$ cat src/rtl/can_param_loader.sv
// Round-robin arbiter that serializes one requester's CAN filter parameter set
// (mask, code, SJW) onto the byte-wide registry load port, then holds a settle gap.
module can_param_loader #(
  parameter int NUM_REQ    = 2,
  parameter int GAP_CYCLES = 2
) (
  input  logic                   clk,
  input  logic                   reset,
  input  logic [NUM_REQ-1:0]     req,
  input  logic [11*NUM_REQ-1:0]  mask_in,
  input  logic [11*NUM_REQ-1:0]  code_in,
  input  logic [2*NUM_REQ-1:0]   sjw_in,
  output logic                   param_id,
  output logic [7:0]             param_data,
  output logic [NUM_REQ-1:0]     grant,
  output logic [NUM_REQ-1:0]     done,
  output logic                   busy
);

  // state | meaning
  // IDLE  | waiting for any req; arbitration happens here
  // SEND0 | param_id strobe, mask[7:0] on the port
  // SEND1 | {code[4:0], mask[10:8]}
  // SEND2 | {sjw, code[10:5]}
  // GAP   | settle time; done pulses in the first cycle
  typedef enum logic [2:0] {IDLE, SEND0, SEND1, SEND2, GAP} state_t;

  localparam int IW = (NUM_REQ > 1) ? $clog2(NUM_REQ) : 1;
  localparam int GW = (GAP_CYCLES > 1) ? $clog2(GAP_CYCLES) : 1;

  state_t             state;
  logic [IW-1:0]      last_served;
  logic [GW-1:0]      gap_cnt;
  logic [2:0]         mask_hi_sh;
  logic [10:0]        code_sh;
  logic [1:0]         sjw_sh;
  logic [NUM_REQ-1:0] sel_oh;

  logic               win_found;
  logic [IW-1:0]      win_idx;
  logic [IW-1:0]      cand;
  logic [NUM_REQ-1:0] win_oh;
  logic [10:0]        mask_sel;
  logic [10:0]        code_sel;
  logic [1:0]         sjw_sel;

  // Search starts just after the last served requester and wraps.
  always_comb begin
    win_found = 1'b0;
    win_idx   = '0;
    cand      = '0;
    for (int i = 0; i < NUM_REQ; i++) begin
      cand = IW'((int'(last_served) + 1 + i) % NUM_REQ);
      if (!win_found && req[cand]) begin
        win_found = 1'b1;
        win_idx   = cand;
      end
    end
  end

  always_comb begin
    mask_sel = '0;
    code_sel = '0;
    sjw_sel  = '0;
    win_oh   = '0;
    for (int i = 0; i < NUM_REQ; i++) begin
      if (win_idx == IW'(i)) begin
        mask_sel  = mask_in[11*i +: 11];
        code_sel  = code_in[11*i +: 11];
        sjw_sel   = sjw_in[2*i +: 2];
        win_oh[i] = 1'b1;
      end
    end
  end

  // Byte 0 leaves on the same edge the set is captured, so only the
  // remaining mask bits need a shadow copy.
  always_ff @(posedge clk or posedge reset) begin
    if (reset) begin
      state       <= IDLE;
      last_served <= IW'(NUM_REQ - 1);
      gap_cnt     <= '0;
      mask_hi_sh  <= '0;
      code_sh     <= '0;
      sjw_sh      <= '0;
      sel_oh      <= '0;
      param_id    <= 1'b0;
      param_data  <= '0;
      grant       <= '0;
      done        <= '0;
      busy        <= 1'b0;
    end else begin
      done <= '0;
      case (state)
        IDLE: begin
          if (win_found) begin
            state       <= SEND0;
            last_served <= win_idx;
            mask_hi_sh  <= mask_sel[10:8];
            code_sh     <= code_sel;
            sjw_sh      <= sjw_sel;
            sel_oh      <= win_oh;
            grant       <= win_oh;
            param_id    <= 1'b1;
            param_data  <= mask_sel[7:0];
            busy        <= 1'b1;
          end
        end
        SEND0: begin
          state      <= SEND1;
          param_id   <= 1'b0;
          param_data <= {code_sh[4:0], mask_hi_sh};
        end
        SEND1: begin
          state      <= SEND2;
          param_data <= {sjw_sh, code_sh[10:5]};
        end
        SEND2: begin
          state      <= GAP;
          param_data <= '0;
          grant      <= '0;
          done       <= sel_oh;
          gap_cnt    <= GW'(GAP_CYCLES - 1);
        end
        GAP: begin
          if (gap_cnt == '0) begin
            state <= IDLE;
            busy  <= 1'b0;
          end else begin
            gap_cnt <= gap_cnt - 1'b1;
          end
        end
        default: state <= IDLE;
      endcase
    end
  end

endmodule

$ cat config.mk
export PLATFORM = sky130hd
export DESIGN_NAME = can_param_loader
export DESIGN_NICKNAME = d
export VERILOG_FILES = /design/src/rtl/can_param_loader.sv
export SDC_FILE = /design/constraint.sdc
export NUM_CORES = 1
export LEC_CHECK = 0
export ABC_AREA = 1
export CORE_MARGIN = 4
export CORE_UTILIZATION = 35
export DETAILED_ROUTE_END_ITERATION = 12
export HOLD_SLACK_MARGIN = 0.06
export PLACE_DENSITY = 0.66
export SYNTH_ARGS = -nofsm -noshare
export SYNTH_HDL_FRONTEND = slang
export SYNTH_SLANG_ARGS = --single-unit
$ cat constraint.sdc
create_clock -name clk -period 1.2 [get_ports clk]
set_input_delay 0.24 -clock clk [delete_from_list [all_inputs] [get_ports clk]]
set_output_delay 0.24 -clock clk [all_outputs]
set_load 0.05 [all_outputs]
### Word-level counts from Yosys, hierarchy flattened

Index checks and enable logic that the tools add are counted.

* flip-flop bits (word level): 37
* input port bits: 52
* output and inout port bits: 14
* word-level logic and storage cells: 64

* add/subtract/negate cells: 3
* $lt $le $gt $ge: 2
* equal/unequal tests: 6
* muxes and demuxes: 27
* reductions and logical operators: 14

Operators by type and width (count)
* case mux 8 bit (4 select lines): 1
* two-way mux 11 bit: 2
* case mux 3 bit (5 select lines): 1
* two-way mux 1 bit: 13
* AND reduction 2 bit: 5
* two-way mux 8 bit: 1
* nonzero test 2 bit: 4
* == test 3 x 2 -> 1 bit (second input constant): 2
* two-way mux 2 bit: 3
* two-way mux 3 bit: 2
* case mux 1 bit (2 select lines): 3
* less-than comparator 1 x 2 -> 1 bit (second input constant): 2
* inequality test 2 bit (second input constant): 2
* case mux 2 bit (2 select lines): 1
* nonzero test 4 bit: 1
* == test 3 x 1 -> 1 bit (second input constant): 1
* == test 3 bit (second input constant): 1
* logical NOT 3 bit: 1
* AND reduction 3 bit: 1
* adder 1 bit (second input constant): 2
* logical AND 1 bit: 1
* logical NOT 1 bit: 1
* subtractor 1 bit (second input constant): 1

### Depth between registers and ports, before layout

* depth after elaboration: 10
* gate-level depth with buffers: 8
* gate-level depth less buffers: 6

### Worst setup path after synthesis

Ideal clock, no wire load.

* kind: register to register
* start point: register state[2]
* end point: register code_sh[1]
* library setup time: 0.124 ns
* arrival: 1.075 ns
* data required time: 1.076 ns
* path slack: 0.001 ns
* cell stages (with the launch flop): 9
* path buffers: 2
* clock period less this slack: 1.199 ns
* path through: dfrtp_1 > buf_6 > inv_2 > nand2_4 > nor2_8 > o21ai_2 > buf_6 > nand2_1 > nand3_1

* longest elaborated chain between the ends: 2

Ends and longest elaborated chain
* start: declaration: RTL line 31 `state_t state;`
* start signal: assignment: RTL line 80 `state <= IDLE;`
* start signal: assignment: RTL line 97 `state <= SEND0;`
* start signal: assignment: RTL line 110 `state <= SEND1;`
* logical NOT 3 bit: RTL line 94 `case (state)`
* AND reduction 2 bit (no source line)
* end signal: assignment: RTL line 100 `code_sh <= code_sel;`
* end: declaration: RTL line 35 `logic [10:0] code_sh;`

No other way between the ends.
A chain may end at the register's enable or synchronous reset.

### Worst setup path in the final report

* start point: register state[2]
* end point: register code_sh[5]

The elaborated chain is that of the path after synthesis.

==> impl_metrics.env <==
export IMPL_grt_util_all_layers_pct=19.49
export IMPL_maxCapViolCount=0
export IMPL_finalNonFillerCells=406
export IMPL_io_pins=66
export IMPL_slew_headroom_pct=75.96
export IMPL_routed_wl_um=6235
export IMPL_cts_buffers=5
export IMPL_grt_overflow=0
export IMPL_die_w_um=82.70
export IMPL_antenna_found_initial=0
export IMPL_p_clk_share_pct=9.9
export IMPL_hpwlAfterDp_um=4390
export IMPL_hp_class="in2async"
export IMPL_p_switching_mw=3.925
export IMPL_synth_yosys_warnings=0
export IMPL_crit_path_end_kind="flop"
export IMPL_syn_cell_area_um2=1953
export IMPL_final_period_utilization_pct=112.4
export IMPL_clock_latency_ps=290
export IMPL_synth_ff_latch_count=37
export IMPL_grt_pass1_wl_um=9818
export IMPL_rows=26
export IMPL_grt_max_degree=25
export IMPL_portBuffers=65
export IMPL_clk_path_buf_depth=2
export IMPL_syn2layout_area_growth_pct=72.13
export IMPL_setup_tns_ps=-3288
export IMPL_switching_share_pct=43.43
export IMPL_first_pass_iters=4
export IMPL_p_int_mw=5.113
export IMPL_core_um2=5270
export IMPL_crit_path_start="state[2]"
export IMPL_hold_violations=0
export IMPL_r2r_start="state[2]"
export IMPL_diodes=0
export IMPL_die_h_um=82.70
export IMPL_crit_chain="inv_2 > nand2_4 > nor3_4 > buf_4 > nand3_1 > nand3_1"
export IMPL_dp_cells=389
export IMPL_place_congestion=0.9051
export IMPL_crit_slowest_cell="dfrtp_1"
export IMPL_layout_nets=387
export IMPL_drt_iter0_drc=181
export IMPL_ir_drop_uv=1091
export IMPL_cp_max_fo=8
export IMPL_cts_tree="built"
export IMPL_cts_root_buf="clkbuf_8"
export IMPL_synth_nets=288
export IMPL_drc=0
export IMPL_crit_required_ps=1430
export IMPL_vias=2056
export IMPL_rr_worst_depth=6
export IMPL_p_comb_share_pct=63.5
export IMPL_setup_viol_count_final=33
export IMPL_postLayoutSetupSlackWorst_ps=-148.8
export IMPL_final_layout_size_suffix_gt1_share_pct=29.17
export IMPL_critical_path_depth=6
export IMPL_seq_power_share_pct=26.6
export IMPL_slowest_delay_ps=430
export IMPL_cp_arrival_ps=1580
export IMPL_rsz0062_at_grt="yes"
export IMPL_postRouteAntennaNets=0
export IMPL_worst_pin_slew_ps=357.8
export IMPL_path_buf_inv=2
export IMPL_postSynthAreaPerCell_um2=8.276
export IMPL_vias_per_cell=5.064
export IMPL_fillers=452
export IMPL_fin_crit_ps=1349
export IMPL_wl_per_cell_um=15.36
export IMPL_hold_buffers=0
export IMPL_synth_distinct_cells=23
export IMPL_leakagePower_nw=1.542
export IMPL_finalMaxSlewViolations=0
export IMPL_synth_cells=236
export IMPL_seq_area_frac_synth_pct=47.47
export IMPL_grt_pass1_vias=2023
export IMPL_p_per_area_nw_per_um2=2688
export IMPL_crit_path_start_kind="flop"
export IMPL_cts_sinks=37
export IMPL_status="finished, violations left"
export IMPL_clkTransAtPathRegs_ps=70
export IMPL_htree_levels=2
export IMPL_max_freq_ghz=0.7414
export IMPL_worstSetupPathType="reg2reg"
export IMPL_worst_clock_skew_ps=4.604
export IMPL_path_delay_family="simple AND/OR/NAND/NOR gates"
export IMPL_violations="negative setup slack"
export IMPL_critPathMostFrequentCell="nand3_1"
export IMPL_final_util_pct=63.79
export IMPL_dieArea_um2=6839
export IMPL_initial_utilization_pct=37.06
## worst reg2reg max path, stage by stage (launching register included)
cell     delay, ps
dfrtp_1        430
inv_2          140
nand2_4        100
nor3_4         230
buf_4          230
nand3_1         80
nand3_1         70
## power by group through the flow
stage          Clock [mW]  Sequential [mW]  Combinational [mW]
2_1_floorplan           0             2.87                2.14
3_3_place_gp            0             2.34                4.87
3_5_place_dp            0             2.37                4.92
4_1_cts             0.914             2.39                5.33
5_1_grt             0.974             2.48                6.20
6_report            0.897             2.40                5.74
## synthesized netlist by cell type
cell | instances | area (um^2)
nand2_1 | 52 | 195.2
inv_1 | 5 | 18.77
nor3_2 | 1 | 10.01
nor2_8 | 1 | 20.02
dfstp_2 | 1 | 26.28
o21ai_2 | 2 | 17.52
o21ai_0 | 2 | 10.01
nand2_4 | 1 | 11.26
a21oi_4 | 1 | 16.27
nand2_2 | 2 | 12.51
buf_2 | 7 | 35.03
nand4_1 | 24 | 150.1
nor2_1 | 4 | 15.01
clkbuf_1 | 2 | 7.510
o21ai_1 | 2 | 10.01
a21oi_1 | 2 | 10.01
nor3_1 | 1 | 5.000
inv_2 | 3 | 11.26
buf_4 | 5 | 37.54
dfrtp_1 | 36 | 900.9
nor2_2 | 3 | 18.77
buf_6 | 3 | 33.78
nand3_1 | 76 | 380.4
## routing by layer
layer	track usage (%)	vias up	share of wire [%]
met4	8.660	0	2.4
met1	25.26	949	44
met5	0	-	0
met3	4.989	11	6.9
li1	-	1022	-
met2	30.61	74	47
## state kept, by name, summed over array words and instances, names as in the netlist
name         count
done             2
busy             1
state            3
mask_hi_sh       3
gap_cnt          1
sjw_sh           2
grant            2
last_served      1
param_data       8
sel_oh           2
param_id         1
code_sh         11
## per-stage QoR
stage | hold slack [ps] | power [mW] | cell area, um^2 | setup slack [ps]
global placement | 457.1 | 7.211 | 3043 | -392.9
CTS | 308.2 | 8.629 | 3251 | -82.07
detailed placement | 465.2 | 7.293 | 3043 | -407.1
global route | 313.8 | 9.653 | 3362 | -197.1
finish | 303.8 | 9.039 | 3362 | -148.8
floorplan | 387.7 | 5.005 | 1953 | 0.9928
## final timing paths
kind                               end  slack [ps]
min                            done[0]         300
min reg2reg                last_served         490
max                         code_sh[5]        -150
max reg2reg                 code_sh[5]        -150
max in group asynchronous  last_served         630
min in group clk           last_served         490
## layout by cell type, fill, tap and decap left out
master and count:
a21oi_2 2, a21oi_4 1, buf_12 19, buf_4 25
buf_6 13, clkbuf_1 2, clkbuf_16 1, clkbuf_8 6
clkdlybuf4s50_1 49, dfrtp_1 35, dfrtp_2 1, dfstp_2 1
dlygate4sd2_1 2, inv_1 5, inv_2 2, inv_4 1
nand2_1 42, nand2_2 10, nand2_4 3, nand3_1 72
nand3_2 4, nand4_1 24, nor2_1 2, nor2_2 4
nor2_4 1, nor2_8 1, nor3_1 1, nor3_4 1
o21ai_0 2, o21ai_1 2, o21ai_4 2
## cell type report
cell class                 count  area (um^2)  share of cell area (%)
sequential                    37        928.4                   27.61
inverter                       8        32.53                  0.9676
clock buffer                   8        90.09                   2.680
multi-input combinational    174        975.9                   29.03
tap                           70        87.58                   2.605
timing repair buffer         109         1247                   37.10
## cell families after synthesis
kind of cell / after synthesis / share of synthesized area [%]
and+or+nand+nor: 165 / 41.90
buffers and inverters: 25 / 7.367
DFF: 37 / 47.47
AOI/OAI and AO/OA: 9 / 3.268
## timing repair
item / in CTS / in global routing
resized for setup: 23 / 18
cloned: 2 / 2
pin swaps: 0 / 1
endpoints found under the setup margin: 28 / 35
setup buffers: 3 / 2
hold endpoints to repair: 0 / 0
No activity file was read; power rests on OpenSTA's default activity.
